$ cat src/rtl/sccb_reader.sv
`default_nettype none
// ============================================================================
// sccb_reader : SCCB (OV7670) register read master. It writes the ID and the
//               sub-address, then reads the ID, the data byte and a master NA.
// Rev 1.0
// ============================================================================
module sccb_reader #(
  parameter logic [7:0] WR_ID          = 8'h42,
  parameter logic [7:0] RD_ID          = 8'h43,
  parameter int         QUARTER_CYCLES = 62
) (
  input  logic       clk_25M,
  input  logic       rst_n,
  input  logic       start,
  input  logic [7:0] address,
  input  logic       sda_in,
  output logic       scl,
  output logic       sda_oe,
  output logic [7:0] data_out,
  output logic       data_valid,
  output logic       ready,
  output logic       no_ack
);

  localparam int            QW     = (QUARTER_CYCLES > 1) ? $clog2(QUARTER_CYCLES) : 1;
  localparam logic [QW-1:0] Q_LAST = QW'(QUARTER_CYCLES - 1);

  typedef enum logic [3:0] {
    IDLE, START_A, TX_ID_W, TX_ADDR, STOP_A, GAP,
    START_B, TX_ID_R, RX_DATA, NA, STOP_B, DONE
  } state_t;

  state_t        state, state_d;
  logic [QW-1:0] qcnt, qcnt_d;
  logic [5:0]    qidx, qidx_d;
  logic [7:0]    addr_reg;
  logic [7:0]    shift_reg, shift_d;
  logic [7:0]    data_d;
  logic [7:0]    tx_byte;
  logic [1:0]    drive_d;
  logic          no_ack_d, data_valid_d;
  logic          sda_meta, sda_sync;
  logic          tick, sample;

  // Index of the final quarter spent in each timed state.
  function automatic logic [5:0] last_quarter(input state_t s);
    case (s)
      TX_ID_W, TX_ADDR, TX_ID_R: last_quarter = 6'd35;
      RX_DATA:                   last_quarter = 6'd31;
      default:                   last_quarter = 6'd3;
    endcase
  endfunction

  function automatic state_t next_of(input state_t s);
    case (s)
      START_A: next_of = TX_ID_W;
      TX_ID_W: next_of = TX_ADDR;
      TX_ADDR: next_of = STOP_A;
      STOP_A:  next_of = GAP;
      GAP:     next_of = START_B;
      START_B: next_of = TX_ID_R;
      TX_ID_R: next_of = RX_DATA;
      RX_DATA: next_of = NA;
      NA:      next_of = STOP_B;
      STOP_B:  next_of = DONE;
      default: next_of = IDLE;
    endcase
  endfunction

  // Bus levels {scl, sda_oe} for a given state and quarter index.
  function automatic logic [1:0] bus_drive(input state_t s, input logic [5:0] qi,
                                           input logic [7:0] tx);
    logic [1:0] ph;
    logic [3:0] bn;
    ph = qi[1:0];
    bn = qi[5:2];
    case (s)
      START_A, START_B:          bus_drive = {ph != 2'd3, ph[1]};
      STOP_A, STOP_B:            bus_drive = {ph != 2'd0, ~ph[1]};
      TX_ID_W, TX_ADDR, TX_ID_R: bus_drive = {ph[1], (bn < 4'd8) ? ~tx[3'd7 - bn[2:0]] : 1'b0};
      RX_DATA, NA:               bus_drive = {ph[1], 1'b0};
      default:                   bus_drive = 2'b10;
    endcase
  endfunction

  assign tick   = (qcnt == Q_LAST);
  assign sample = tick && (qidx[1:0] == 2'd2);
  assign ready  = (state == IDLE);

  always_ff @(posedge clk_25M) begin
    if (!rst_n) begin
      state      <= IDLE;
      qcnt       <= '0;
      qidx       <= '0;
      addr_reg   <= '0;
      shift_reg  <= '0;
      data_out   <= '0;
      data_valid <= 1'b0;
      no_ack     <= 1'b0;
      scl        <= 1'b1;
      sda_oe     <= 1'b0;
      sda_meta   <= 1'b1;
      sda_sync   <= 1'b1;
    end else begin
      state      <= state_d;
      qcnt       <= qcnt_d;
      qidx       <= qidx_d;
      shift_reg  <= shift_d;
      data_out   <= data_d;
      data_valid <= data_valid_d;
      no_ack     <= no_ack_d;
      scl        <= drive_d[1];
      sda_oe     <= drive_d[0];
      sda_meta   <= sda_in;
      sda_sync   <= sda_meta;
      if (state == IDLE && start)
        addr_reg <= address;
    end
  end

  always_comb begin
    state_d      = state;
    qcnt_d       = qcnt;
    qidx_d       = qidx;
    shift_d      = shift_reg;
    no_ack_d     = no_ack;
    data_d       = data_out;
    data_valid_d = 1'b0;
    tx_byte      = 8'h00;

    case (state)
      IDLE: begin
        if (start) begin
          state_d  = START_A;
          qcnt_d   = '0;
          qidx_d   = '0;
          no_ack_d = 1'b0;
        end
      end
      DONE: state_d = IDLE;
      default: begin
        qcnt_d = tick ? '0 : qcnt + QW'(1);
        if (tick) begin
          if (qidx == last_quarter(state)) begin
            qidx_d  = '0;
            state_d = next_of(state);
          end else begin
            qidx_d = qidx + 6'd1;
          end
        end
        // Write-byte 9th bits only flag no_ack; they never abort the read.
        if (sample) begin
          case (state)
            TX_ID_W, TX_ADDR, TX_ID_R: if (qidx == 6'd34 && sda_sync) no_ack_d = 1'b1;
            RX_DATA:                   shift_d = {shift_reg[6:0], sda_sync};
            default:                   ;
          endcase
        end
      end
    endcase

    if (state_d == DONE) begin
      data_d       = shift_d;
      data_valid_d = 1'b1;
    end

    case (state_d)
      TX_ID_W: tx_byte = WR_ID;
      TX_ADDR: tx_byte = addr_reg;
      TX_ID_R: tx_byte = RD_ID;
      default: tx_byte = 8'h00;
    endcase

    // Outputs are registered from the next state so they stay aligned with it.
    drive_d = bus_drive(state_d, qidx_d, tx_byte);
  end

endmodule
`default_nettype wire

$ cat config.mk
export PLATFORM = sky130hd
export DESIGN_NAME = sccb_reader
export DESIGN_NICKNAME = d
export VERILOG_FILES = /design/src/rtl/sccb_reader.sv
export SDC_FILE = /design/constraint.sdc
export NUM_CORES = 1
export LEC_CHECK = 0
export CAP_MARGIN = 10
export CORE_MARGIN = 1.5
export CORE_UTILIZATION = 54
export DETAILED_ROUTE_END_ITERATION = 16
export HOLD_SLACK_MARGIN = 0.03
export PLACE_DENSITY = 0.73
export SYNTH_ARGS = -nofsm -noshare
export SYNTH_HDL_FRONTEND = slang
export SYNTH_SLANG_ARGS = --single-unit
$ cat constraint.sdc
create_clock -name clk_25M -period 6.7 [get_ports clk_25M]
set_input_delay 1.34 -clock clk_25M [delete_from_list [all_inputs] [get_ports clk_25M]]
set_output_delay 1.34 -clock clk_25M [all_outputs]
set_load 0.02 [all_outputs]
# --- Word-level counts from Yosys, hierarchy flattened ---
# Memories as Yosys holds them, arrays and structs flattened. A register that Yosys moved wholly into a read port is not among the register bits.
# Cells that the tools add are included.
word_totals:
  ff_bits: 46
  output_inout_bits: 13
  rom_bits: 64
  mem_count: 1
  in_bits: 12
memory_table:
  columns: ["memory", "words", "width", "read_ports", "rd_ports_with_merged_regs", "wr", "line_no", "text"]
  rows:
  - ["(name not given)", 16, 4, 1, 1, 0, "55", "case (s)"]
classes:
  n_reduce_logical: 16
  mux: 29
  n_bitwise: 3
  n_addsub: 3
  order_cmp: 2
  n_eq_ne: 21
ops:
  columns: ["operator", "count"]
  rows:
  - ["6-bit two-way mux", 7]
  - ["6-bit one-hot mux with 2 select lines", 3]
  - ["4-bit == test, second input constant", 6]
  - ["8-bit two-way mux", 3]
  - ["8-bit one-hot mux with 3 select lines", 1]
  - ["4-bit by 2-bit == test with 1-bit output, second input constant", 4]
  - ["4-bit by 3-bit == test with 1-bit output, second input constant", 4]
  - ["4-bit two-way mux", 4]
  - ["6-bit by 1-bit adder with 6-bit output, second input constant", 2]
  - ["6-bit == test, second input constant", 2]
  - ["2-bit one-hot mux with 4 select lines", 1]
  - ["4-bit one-hot mux with 2 select lines", 1]
  - ["2-bit nonzero test", 4]
  - ["2-bit OR reduction", 4]
  - ["1-bit two-way mux", 7]
  - ["6-bit == test", 1]
  - ["3-bit OR reduction", 2]
  - ["5-bit AND reduction", 1]
  - ["4-bit by 1-bit == test with 1-bit output, second input constant", 1]
  - ["4-bit logical NOT", 1]
  - ["3-bit by 4-bit less-than comparator with 1-bit output, second input constant", 1]
  - ["4-bit less-than comparator, second input constant", 1]
  - ["2-bit inequality test, second input constant", 2]
  - ["1-bit binary-select mux with 3-bit select", 1]
  - ["6 further kinds", 10]

# --- Depth between registers and ports, before layout ---
# Gate-level depths: netlist (run 1).
depth:
  ltp_word: 16
  ltp_mapped: 13
  ltp_nobuf: 13

# --- Least setup slack after synthesis (run 1) ---
# OpenSTA, ideal clock, no wires.
synth_timing:
  path_kind: "input-to-reg"
  startpoint: "input port start"
  endpoint: "register sda_oe"
  arrival_time_ns: 3.023
  n_path_buf: 1
  cell_stages: 7
  path_slack_ns: 3.589
  cell_sequence: "o31a_1 -> clkbuf_1 -> o211ai_4 -> mux4_2 -> a22oi_1 -> o211ai_1 -> a311oi_2"
synth_between:
  elab_chain_len: 9
synth_rtl:
  columns: ["element", "line_no", "text"]
  rows:
  - ["from (decl)", "14", "input logic start,"]
  - ["4-bit two-way mux", "133", "if (start) begin"]
  - ["4-bit one-hot mux with 2 select lines", "131", "case (state)"]
  - ["4-bit by 3-bit == test with 1-bit output / 4-bit by 2-bit == test with 1-bit output (equally long branches)", "77, 167", null]
  - ["8-bit one-hot mux with 3 select lines", "167", "case (state_d)"]
  - ["1-bit binary-select mux with 3-bit select", "80", "TX_ID_W, TX_ADDR, TX_ID_R: bus_drive = {ph[1], (bn < 4'd8) ? ~tx[3'd7 - bn[2:0]] : 1'b0};"]
  - ["1-bit two-way mux (implied by the code)", "80", null]
  - ["1-bit NOT", "80", null]
  - ["1-bit two-way mux", "80", null]
  - ["2-bit one-hot mux with 4 select lines (*)", "77", "case (s)"]
  - ["to (signal assigned)", "113", "sda_oe <= drive_d[0];"]
  - ["to (decl)", "18", "output logic sda_oe,"]
# Mark *: on every way between the ends. The rest lies on a longest branch, timed or not. The select of a mux whose other input is x is not followed.
# A chain may end at the register's enable or synchronous reset.

# --- Worst setup path after layout (run 1) ---
layout_timing:
  startpoint: "input port start"
  endpoint: "register data_out[7]"
layout_between:
  elab_chain_len: 3
layout_rtl:
  columns: ["element", "line_no", "text"]
  rows:
  - ["4-bit two-way mux", "133", null]
  - ["4-bit one-hot mux with 2 select lines", "131", null]
  - ["4-bit == test", "162", "if (state_d == DONE) begin"]
  - ["to (signal assigned)", "109", "data_out <= data_d;"]
  - ["to (decl)", "19", "output logic [7:0] data_out,"]
# No other way between the ends.

==> impl_metrics.py, run 1 <==
metrics = {
    "finish": {
        "register_area_mm2": 0.00100,
        "multi_input_area_mm2": 0.00140,
        "final_cell_count_no_fill": 363,
        "fill_cells": 398,
        "diodes": 0,
        "areaGrowthSynthToFinish_pct": 14.1,
        "fin_nets": 328,
        "drive_gt1_share_pct": 9.97,
    },
    "timing": {
        "finalMaxSlewViolations": 0,
        "maxSlewHeadroom_pct": 49.6,
        "tightest_slew_ns": 0.751,
        "skew_ns": 0.0103,
        "fin_crit_ns": 3.45,
        "rsz0062_at_grt": "no",
        "setup_viol": 0,
        "fmaxAchievable_mhz": 290,
        "fin_crit_sh_pct": 51.5,
        "hold_viol_final": 0,
        "setup_tns_ns": 0,
    },
    "worst_setup_path": {
        "cp_cell_sequence": "clkdlybuf4s50_1 > nand2_1 > o21ai_1 > nand2_1 > or3_1 > a22oi_2",
        "path_common_cell": "nand2_1",
        "r2r_start": "state[1]",
        "crit_arrival_ns": 3.68,
        "cp.required_ns": 6.94,
        "worstPathMaxFanout": 13,
        "critPathMaxStageDelay_ns": 0.63,
        "rr_worst_depth": 8,
        "path_depth": 6,
        "critPathTopFamily": "simple AND/OR/NAND/NOR gates",
        "end_kind": "register",
        "r2r_slack_ns": 3.26,
        "worst-path-buf-inv": 1,
        "cp-start-kind": "input port",
        "critPathKind": "in -> reg",
        "r2r_end": "data_out[7]",
        "cp_slowest_cell": "or3_1",
    },
    "die": {
        "initial_core_util_pct": 56.9,
        "coreArea_mm2": 0.00441,
        "die-area_mm2": 0.00507,
        "die_x_um": 71.2,
        "rows": 24,
        "ios": 25,
        "die_h_um": 71.2,
    },
    "drt": {
        "vias": 2092,
        "firstDrtPassIters": 4,
        "ant_nets": 0,
        "vias_per_cell": 5.76,
        "drtIter0Drc": 131,
        "wire_per_inst_um": 14.8,
        "wirelength_mm": 5.38,
        "drc_errors": 0,
    },
    "global_routing": {
        "grt_use_total_pct": 22.6,
        "first_global_vias": 2003,
        "grt_antenna_before_repair": 0,
        "grt_pass1_wl_mm": 9.10,
        "grt_overflow": 0,
        "grt_max_degree": 31,
    },
    "clock_network": {
        "root_buffer": "clkbuf_8",
        "cts_hold_buf": 0,
        "clock_latency_ns": 0.31,
        "htree_levels": 2,
        "post-cts-setup-buffer-count": 0,
        "clk_pin_slew_worst_paths_ns": 0.09,
        "cts_buffers": 5,
        "ctsResizeCount": 0,
        "cts.sink_count": 50,
        "cts_buffer_depth": 2,
        "cts_tree": "done",
    },
    "worst_hold_path": {
        "hp-class": "reg -> reg",
        "hold_path_depth": 1,
        "min_from": "sda_meta",
        "hold_end": "sda_sync",
    },
    "synthesis": {
        "ys_seq_area_share_pct": 39.8,
        "synth_area_leader_cell": "dfxtp_1",
        "ys_seq_elements": 50,
        "yosysUniqueCellTypes": 58,
        "avgSynthCellArea_um2": 8.58,
        "yosysWarnings": 0,
        "synth.top_cells.by_area": "dfxtp_1 (40%), nand2_1 (6.6%), mux2i_1 (5.2%), a21oi_1 (4.4%), nor2_1 (4.0%)",
        "netlist_area_mm2": 0.00251,
        "syn-num-nets": 311,
        "synthFlopType": "dfxtp_1",
        "synth_top_cell_area_share_pct": 39.8,
        "netlist_instances": 293,
        "synth_edf_count": 0,
        "async_reset_ff_share_pct": 0,
    },
    "pwr": {
        "clkPwrFrac_pct": 37.0,
        "combPwrFrac_pct": 8.0,
        "sw_frac_of_total_pct": 23.6,
        "leakagePower_nw": 1.14,
        "power.switching_mw": 0.131,
        "cellInternalPower_mw": 0.425,
        "seqPwrFrac_pct": 55.1,
        "p_per_area_mw_per_mm2": 194,
        "ir_drop_v": 0.000150,
    },
    "run": {
        "cap_violations": 0,
    },
    "place": {
        "port_buffers": 24,
        "gp_congestion": 0.862,
        "dp_cells": 355,
        "dp_hpwl_mm": 3.87,
    },
    "run_status": {
        "status": "finished clean",
    },
}
power groups by stage:
stage / Clock, mW / Combinational (mW) / Sequential (mW)
floorplan: 0 / 0.0303 / 0.313
global placement: 0 / 0.0434 / 0.313
detailed placement: 0 / 0.0442 / 0.313
CTS: 0.206 / 0.0445 / 0.306
global route: 0.218 / 0.0495 / 0.307
finish: 0.206 / 0.0443 / 0.306
area by class of cell:
| cell class | instances | area share [%] |
|---|---|---|
| clock buffer | 8 | 3.84 |
| multi-input combinational | 218 | 48.9 |
| inverter | 9 | 1.18 |
| tap | 52 | 2.27 |
| sequential | 50 | 34.9 |
| timing repair buffer | 26 | 8.90 |
per-stage QoR:
stage                     power (mW)  setup slack, ns  hold WS [ns]  cell area (um2)  utilization [%]
after CTS                      0.557             3.23         0.418             2870             65.0
final                          0.556             3.25         0.414             2870             65.0
after detailed placement       0.358             2.93         0.398             2760             62.5
after global placement         0.357             2.99         0.388             2760             62.5
after floorplan                0.343             3.59         0.386             2510                -
after global routing           0.574             2.90         0.430             2870             65.0
placed cells by master, fill, tap and decap left out, types with 3 or more instances in the layout:
| cell type | Yosys | layout |
|---|---|---|
| or3_1 | 3 | 3 |
| ha_1 | 6 | 6 |
| and2_1 | 7 | 7 |
| o21ai_1 | 4 | 4 |
| a31oi_1 | 3 | 3 |
| o211ai_1 | 4 | 4 |
| mux2i_1 | 13 | 13 |
| dfxtp_1 | 50 | 50 |
| nor3_1 | 9 | 9 |
| o21ai_0 | 7 | 7 |
| clkbuf_8 | 0 | 8 |
| nand2_1 | 44 | 44 |
| inv_1 | 7 | 7 |
| nor2_1 | 27 | 27 |
| a22oi_2 | 8 | 8 |
| nand2b_1 | 4 | 4 |
| clkdlybuf4s50_1 | 0 | 24 |
| nand3_1 | 9 | 9 |
| a21oi_1 | 22 | 22 |
| and3_1 | 6 | 6 |
worst max-delay path by stage:
stage                   from           to  slack, ns
finish                 start  data_out[7]       3.25
global placement       start       sda_oe       2.99
detailed placement     start       sda_oe       2.93
CTS                 state[1]  data_out[7]       3.23
global route        state[1]  data_out[7]       2.90
floorplan              start       sda_oe       3.59
cells by family after synthesis:
family / count (synthesis) / share of synthesized area (%)
AO/OA/AOI/OAI: 71 / 21.2
XOR/XNOR: 2 / 0.697
adder cells (fa/ha/maj): 6 / 2.99
buffers and inverters: 25 / 4.38
flip-flops: 50 / 39.8
multiplexers: 16 / 7.07
AND/OR/NAND/NOR: 123 / 23.8
cells in the mapped netlist, types with 3 or more instances:
| library cell | instances |
|---|---|
| or3_1 | 3 |
| a22oi_2 | 8 |
| dfxtp_1 | 50 |
| nand2_1 | 44 |
| o211ai_1 | 4 |
| and3_1 | 6 |
| mux2i_1 | 13 |
| nor2_1 | 27 |
| a21oi_1 | 22 |
| ha_1 | 6 |
| o21ai_1 | 4 |
| nand3_1 | 9 |
| nand2b_1 | 4 |
| buf_2 | 4 |
| clkbuf_1 | 10 |
| a31oi_1 | 3 |
| nor3_1 | 9 |
| inv_1 | 7 |
| o21ai_0 | 7 |
| and2_1 | 7 |
layer usage:
metal	routed length [um]	vias to the layer above	GRT usage, %
met4	114	0	9.43
met1	2500	963	29.7
met5	0	-	0
met2	2520	44	36.2
met3	239	10	4.92
li1	-	1075	-
(Power assumes the default switching activity.)
==> run 2, diff against run 1 <==
clock period = 3.5 ns   (was 6.7 ns; I/O delays follow)
==> run 2 against run 1 <==
Core utilization rose by 0.085 points; critical endpoint is now sda_oe; hold slack improved by 0.017 ns; wire length rose by 4.9%; first-iteration DRC count rose by 50%; largest power group unchanged; design area up 0.13%.
==> impl_metrics.py, run 2 (synthesized netlist as in run 1, its figures left out) <==
metrics = {
    "die": {
        "die_h_um": 71.2,
        "die-area_mm2": 0.00507,
        "die_x_um": 71.2,
        "ios": 25,
        "coreArea_mm2": 0.00441,
        "initial_core_util_pct": 56.9,
        "rows": 24,
    },
    "global_routing": {
        "grt_use_total_pct": 23.7,
        "grt_pass1_wl_mm": 9.62,
        "grt_antenna_before_repair": 0,
        "grt_overflow": 0,
        "first_global_vias": 2069,
        "grt_max_degree": 30,
    },
    "finish": {
        "final_cell_mix": "dfxtp_1 (50), nand2_1 (44), nor2_1 (27), clkdlybuf4s50_1 (24), a21oi_1 (22)",
        "diodes": 0,
        "drive_gt1_share_pct": 10.5,
        "areaGrowthSynthToFinish_pct": 14.2,
        "fin_nets": 331,
        "fill_cells": 395,
        "mostFrequentLayoutCell": "dfxtp_1",
    },
    "pwr": {
        "power.total_mw": 1.02,
        "ir_drop_v": 0.000242,
        "p_per_area_mw_per_mm2": 356,
        "leakagePower_nw": 1.15,
    },
    "clock_network": {
        "clk_pin_slew_worst_paths_ns": 0.09,
        "cts_buffers": 5,
        "clock_latency_ns": 0.30,
        "root_buffer": "clkbuf_8",
        "cts.sink_count": 50,
        "cts_buffer_depth": 2,
        "cts_hold_buf": 0,
        "htree_levels": 2,
        "post-cts-setup-buffer-count": 0,
        "cts_tree": "done",
        "ctsResizeCount": 0,
    },
    "worst_setup_path": {
        "end_kind": "register",
        "r2r_slack_ns": 0.51,
        "crit_arrival_ns": 3.21,
        "r2r_start": "state[1]",
        "cp-start-kind": "register",
        "critPathMaxStageDelay_ns": 0.55,
        "critPathKind": "reg -> reg",
        "cp.required_ns": 3.72,
        "worstPathMaxFanout": 15,
        "critPathTopFamily": "compound AO/OA/AOI/OAI gates",
        "r2r_end": "sda_oe",
        "cp_cell_sequence": "nor2b_1 > a21oi_1 > o211ai_2 > nand4b_1 > o211ai_4 > mux4_2 > a22oi_1 > o211ai_1 > a311oi_2",
        "rr_worst_depth": 9,
        "cp_slowest_cell": "o211ai_2",
        "worst-path-buf-inv": 0,
    },
    "drt": {
        "drc_errors": 0,
        "vias_per_cell": 5.95,
        "wirelength_mm": 5.64,
        "wire_per_inst_um": 15.4,
        "drtIter0Drc": 196,
        "vias": 2176,
        "firstDrtPassIters": 5,
        "ant_nets": 0,
    },
    "timing": {
        "fmaxAchievable_mhz": 335,
        "setup_tns_ns": 0,
        "setup_viol": 0,
        "fin_crit_ns": 2.99,
        "hold_viol_final": 0,
        "finalMaxSlewViolations": 0,
        "maxSlewHeadroom_pct": 57.0,
        "skew_ns": 0.00277,
        "rsz0062_at_grt": "no",
        "fin_crit_sh_pct": 85.3,
        "hold_slack_ns": 0.431,
        "tightest_slew_ns": 0.643,
    },
    "place": {
        "port_buffers": 24,
        "dp_hpwl_mm": 3.90,
        "gp_congestion": 0.873,
    },
    "worst_hold_path": {
        "hold_path_depth": 1,
        "hold_end": "sda_sync",
        "hp-class": "reg -> reg",
        "min_from": "sda_meta",
    },
    "run_status": {
        "status": "finished clean",
    },
    "run": {
        "cap_violations": 0,
    },
}
[run 2: cell types whose count changed in the layout (fill, tap and decap cells not counted), sizes merged]
cell,delta
clkbuf,-1
clkinv,+1
buf,+3
[run 2: worst max path at each step]
stage / slack [ns] / cells after the start / end / from
floorplan: 1.0 / 9 / sda_oe / state[1]
global placement: 0.48 / 8 / sda_oe / start
detailed placement: 0.39 / 8 / sda_oe / start
CTS: 0.50 / 9 / sda_oe / state[1]
global route: 0.21 / 9 / sda_oe / state[1]
finish: 0.51 / 9 / sda_oe / state[1]
[run 2: worst register-to-register path: stages (launching register included)]
cell and delay, ns:
dfxtp_1 0.45, nor2b_1 0.27, a21oi_1 0.15, o211ai_2 0.55, nand4b_1 0.27, o211ai_4 0.19
mux4_2 0.54, a22oi_1 0.17, o211ai_1 0.12, a311oi_2 0.20
[run 2: area by class of cell]
type / count / area (um2) / area share (%)
Multi-Input combinational cell: 218 / 1400 / 48.8
Sequential cell: 50 / 1000 / 34.9
Timing Repair Buffer: 29 / 278 / 9.67
Clock buffer: 7 / 86.3 / 3.01
Tap cell: 52 / 65.1 / 2.27
Inverter: 9 / 33.8 / 1.18
Clock inverter: 1 / 5.00 / 0.174
[run 2: layer usage]
metal	vias to the layer above	global-route usage (%)	share of wire, %
met2	72	37.2	47
met4	0	9.64	1.8
met5	-	0	0
met3	10	4.36	4.4
met1	1009	32.5	47
li1	1085	-	-
[run 2: report_power, final]
group | internal [mW] | total (mW) | switching [mW]
logic | 0.0372 | 0.0881 | 0.0509
registers | 0.579 | 0.587 | 0.00757
clock network | 0.160 | 0.349 | 0.189
total | 0.776 | 1.02 | 0.247
[run 2: through the flow]
step | std cells | instance area [um2] | utilization (%) | setup slack (ns)
floorplan | 293 | 2510 | - | 0.996
global route | 366 | 2870 | 65.1 | 0.214
CTS | 366 | 2870 | 65.1 | 0.502
global placement | 358 | 2780 | 63.0 | 0.477
finish | 366 | 2870 | 65.1 | 0.514
detailed placement | 358 | 2780 | 63.0 | 0.386
==> RTL change (flow settings as in run 2) <==
The parameter `QUARTER_CYCLES` goes from 62 to 124.
--- a/src/rtl/sccb_reader.sv
+++ b/src/rtl/sccb_reader.sv
@@ -7,7 +7,7 @@
 module sccb_reader #(
   parameter logic [7:0] WR_ID          = 8'h42,
   parameter logic [7:0] RD_ID          = 8'h43,
-  parameter int         QUARTER_CYCLES = 62
+  parameter int         QUARTER_CYCLES = 124
 ) (
   input  logic       clk_25M,
   input  logic       rst_n,
Behaviour: no difference found for any inputs over 10 cycles, from zero or initial values and one cycle with rst_n low; that may be too few to reach the edited logic, so the function may still have changed.
==> RTL change against run 2 <==
Worst setup slack worse by 110 ps. Worst hold slack worse by 14 ps. Routed wire length down 0.96%. Utilization down 1.0 points. Total power up 1.7%. Sequential share of layout area down 0.64 points. Cell area up 3.9%. Area after synthesis up 3.2%. Sequential power up 2%. Cell count up 3.3%. Die area up 3.1%. Sequential cell count up 1. Critical endpoint unchanged. Largest cell class unchanged.
==> RTL change: results (changes against run 2) <==
Parameter                              Value

Drt
  Metal-1 WL ... 2740 um (was 2660 um)
  1st-iter DRT viols ... 166 (was 196)
  Met2 wirelength from detailed routing ... 2610 um (was 2630 um)
  DRT Pass-1 Iters ... 4 (was 5)
  Routed WL ... 5590 um (was 5640 um)

Critical path
  Slowest library cell on the worst path ... sky130_fd_sc_hd__dfxtp_1 (was sky130_fd_sc_hd__o211ai_2)
  Startpoint of the worst-slack reg-to-reg timing path ... state[2]$_SDFF_PN0_ (was state[1]$_SDFF_PN0_)
  Launch point of the critical path ... state[2]$_SDFF_PN0_ (was state[1]$_SDFF_PN0_)
  Reg2Reg Setup Slack ... 400 ps (was 510 ps)
  Worst R2R Path Depth ... 10 (was 9)
  Crit path max fanout ... 9 (was 15)
  Data arrival time of the worst path ... 3290 ps (was 3210 ps)

Place
  Post-detailed-placement cell area ... 2890 um2 (was 2780 um2)
  Final weighted congestion in routability-driven placement ... 0.915 (was 0.873)

Synth
  Post-Synth Adder-Cell Area ... 0.0241 (was 0.0299)
  XOR/XNOR Fraction of Synth Area ... 0.0203 (was 0.00697)
  Post-synthesis sequential area ratio ... 0.393 (was 0.398)
  Gate Count Post-Synth ... 297 (was 293)
  Compound-cell area share of the yosys netlist ... 0.204 (was 0.212)
  Synth cell count leaders ... sky130_fd_sc_hd__dfxtp_1, sky130_fd_sc_hd__nand2_1, sky130_fd_sc_hd__nor2_1 (unchanged)

STA
  Worst slew margin ... 0.579 (was 0.570)

Global routing
  Maximum number of pins on one net before global-route repair ... 22 (was 30)
  Global-route wire length before repair ... 9370 um (was 9620 um)
  Overall Global Routing Usage ... 0.225 (was 0.237)
  Vias in the first global route ... 1978 (was 2069)

Power and ir drop
  Leak Pwr ... 1.15 nW (about the same)
  Net switching share of the total power ... 0.259 (was 0.242)
  Maximum VDD drop ... 0.298 mV (was 0.242 mV)

Layout
  # nets final ... 340 (was 331)
  Ratio of cells with drive above 1 in the final layout ... 0.0988 (was 0.105)
  Fill cell total of the finished layout ... 433 (was 395)

Run status
  Result of the run ... completed (unchanged)
-- RTL change: cell types whose count changed in the layout (fill, tap and decap cells not counted), sizes merged, moves of 3 or more --
cell | run 2 | this run
xnor2 | 2 | 5
a211oi | 2 | 8
nand3b | 0 | 3
and2 | 8 | 5
a22oi | 9 | 1
nor2 | 27 | 32
and3 | 6 | 2
o211ai | 6 | 3
o31a | 1 | 4
nor2b | 2 | 5
nand4 | 1 | 5
-- RTL change: worst max path at each step --
stage and endpoint:
6_report sda_oe$_SDFF_PN0_, 5_1_grt sda_oe$_SDFF_PN0_, 4_1_cts sda_oe$_SDFF_PN0_, 3_5_place_dp sda_oe$_SDFF_PN0_, 3_3_place_gp sda_oe$_SDFF_PN0_, 2_1_floorplan sda_oe$_SDFF_PN0_
-- RTL change: power groups by stage --
stage	Clock, mW	Sequential, mW	Combinational (mW)
6_report	0.354	0.598	0.0885
5_1_grt	0.386	0.600	0.0984
4_1_cts	0.362	0.598	0.0880
3_5_place_dp	0	0.612	0.0876
3_3_place_gp	0	0.612	0.0864
2_1_floorplan	0	0.609	0.0537
-- RTL change: cells by family (layout without fill, tap and decap cells) --
logic type | count (synthesis) | count (layout)
flip-flops | 51 | 51
multiplexers | 15 | 15
adder cells (fa/ha/maj) | 5 | 5
AND/OR/NAND/NOR | 132 | 132
buffers and inverters | 17 | 44
XOR/XNOR | 6 | 6
AO/OA/AOI/OAI | 71 | 71
-- RTL change: metal layers --
metal / vias up / GRT usage
met1: 1045 / 0.318
met2: 43 / 0.356
met3: 6 / 0.0375
met5: - / 0
met4: 0 / 0.0629
li1: 1128 / -
-- RTL change: per-stage QoR --
stage / util / power, mW / hold WS (ps) / setup WS, ps
6_report: 0.640 / 1.04 / 417 / 399
3_3_place_gp: 0.621 / 0.698 / 388 / 515
2_1_floorplan: - / 0.663 / 386 / 580
5_1_grt: 0.640 / 1.08 / 435 / 151
3_5_place_dp: 0.621 / 0.699 / 393 / 444
4_1_cts: 0.640 / 1.05 / 417 / 421
-- RTL change: final cells by class --
type,instances,area share
sequential,51,0.342
tap,54,0.0226
inverter,6,0.00755
timing repair buffer,30,0.0956
clock inverter,3,0.00755
multi-input combinational,229,0.501
clock buffer,5,0.0231
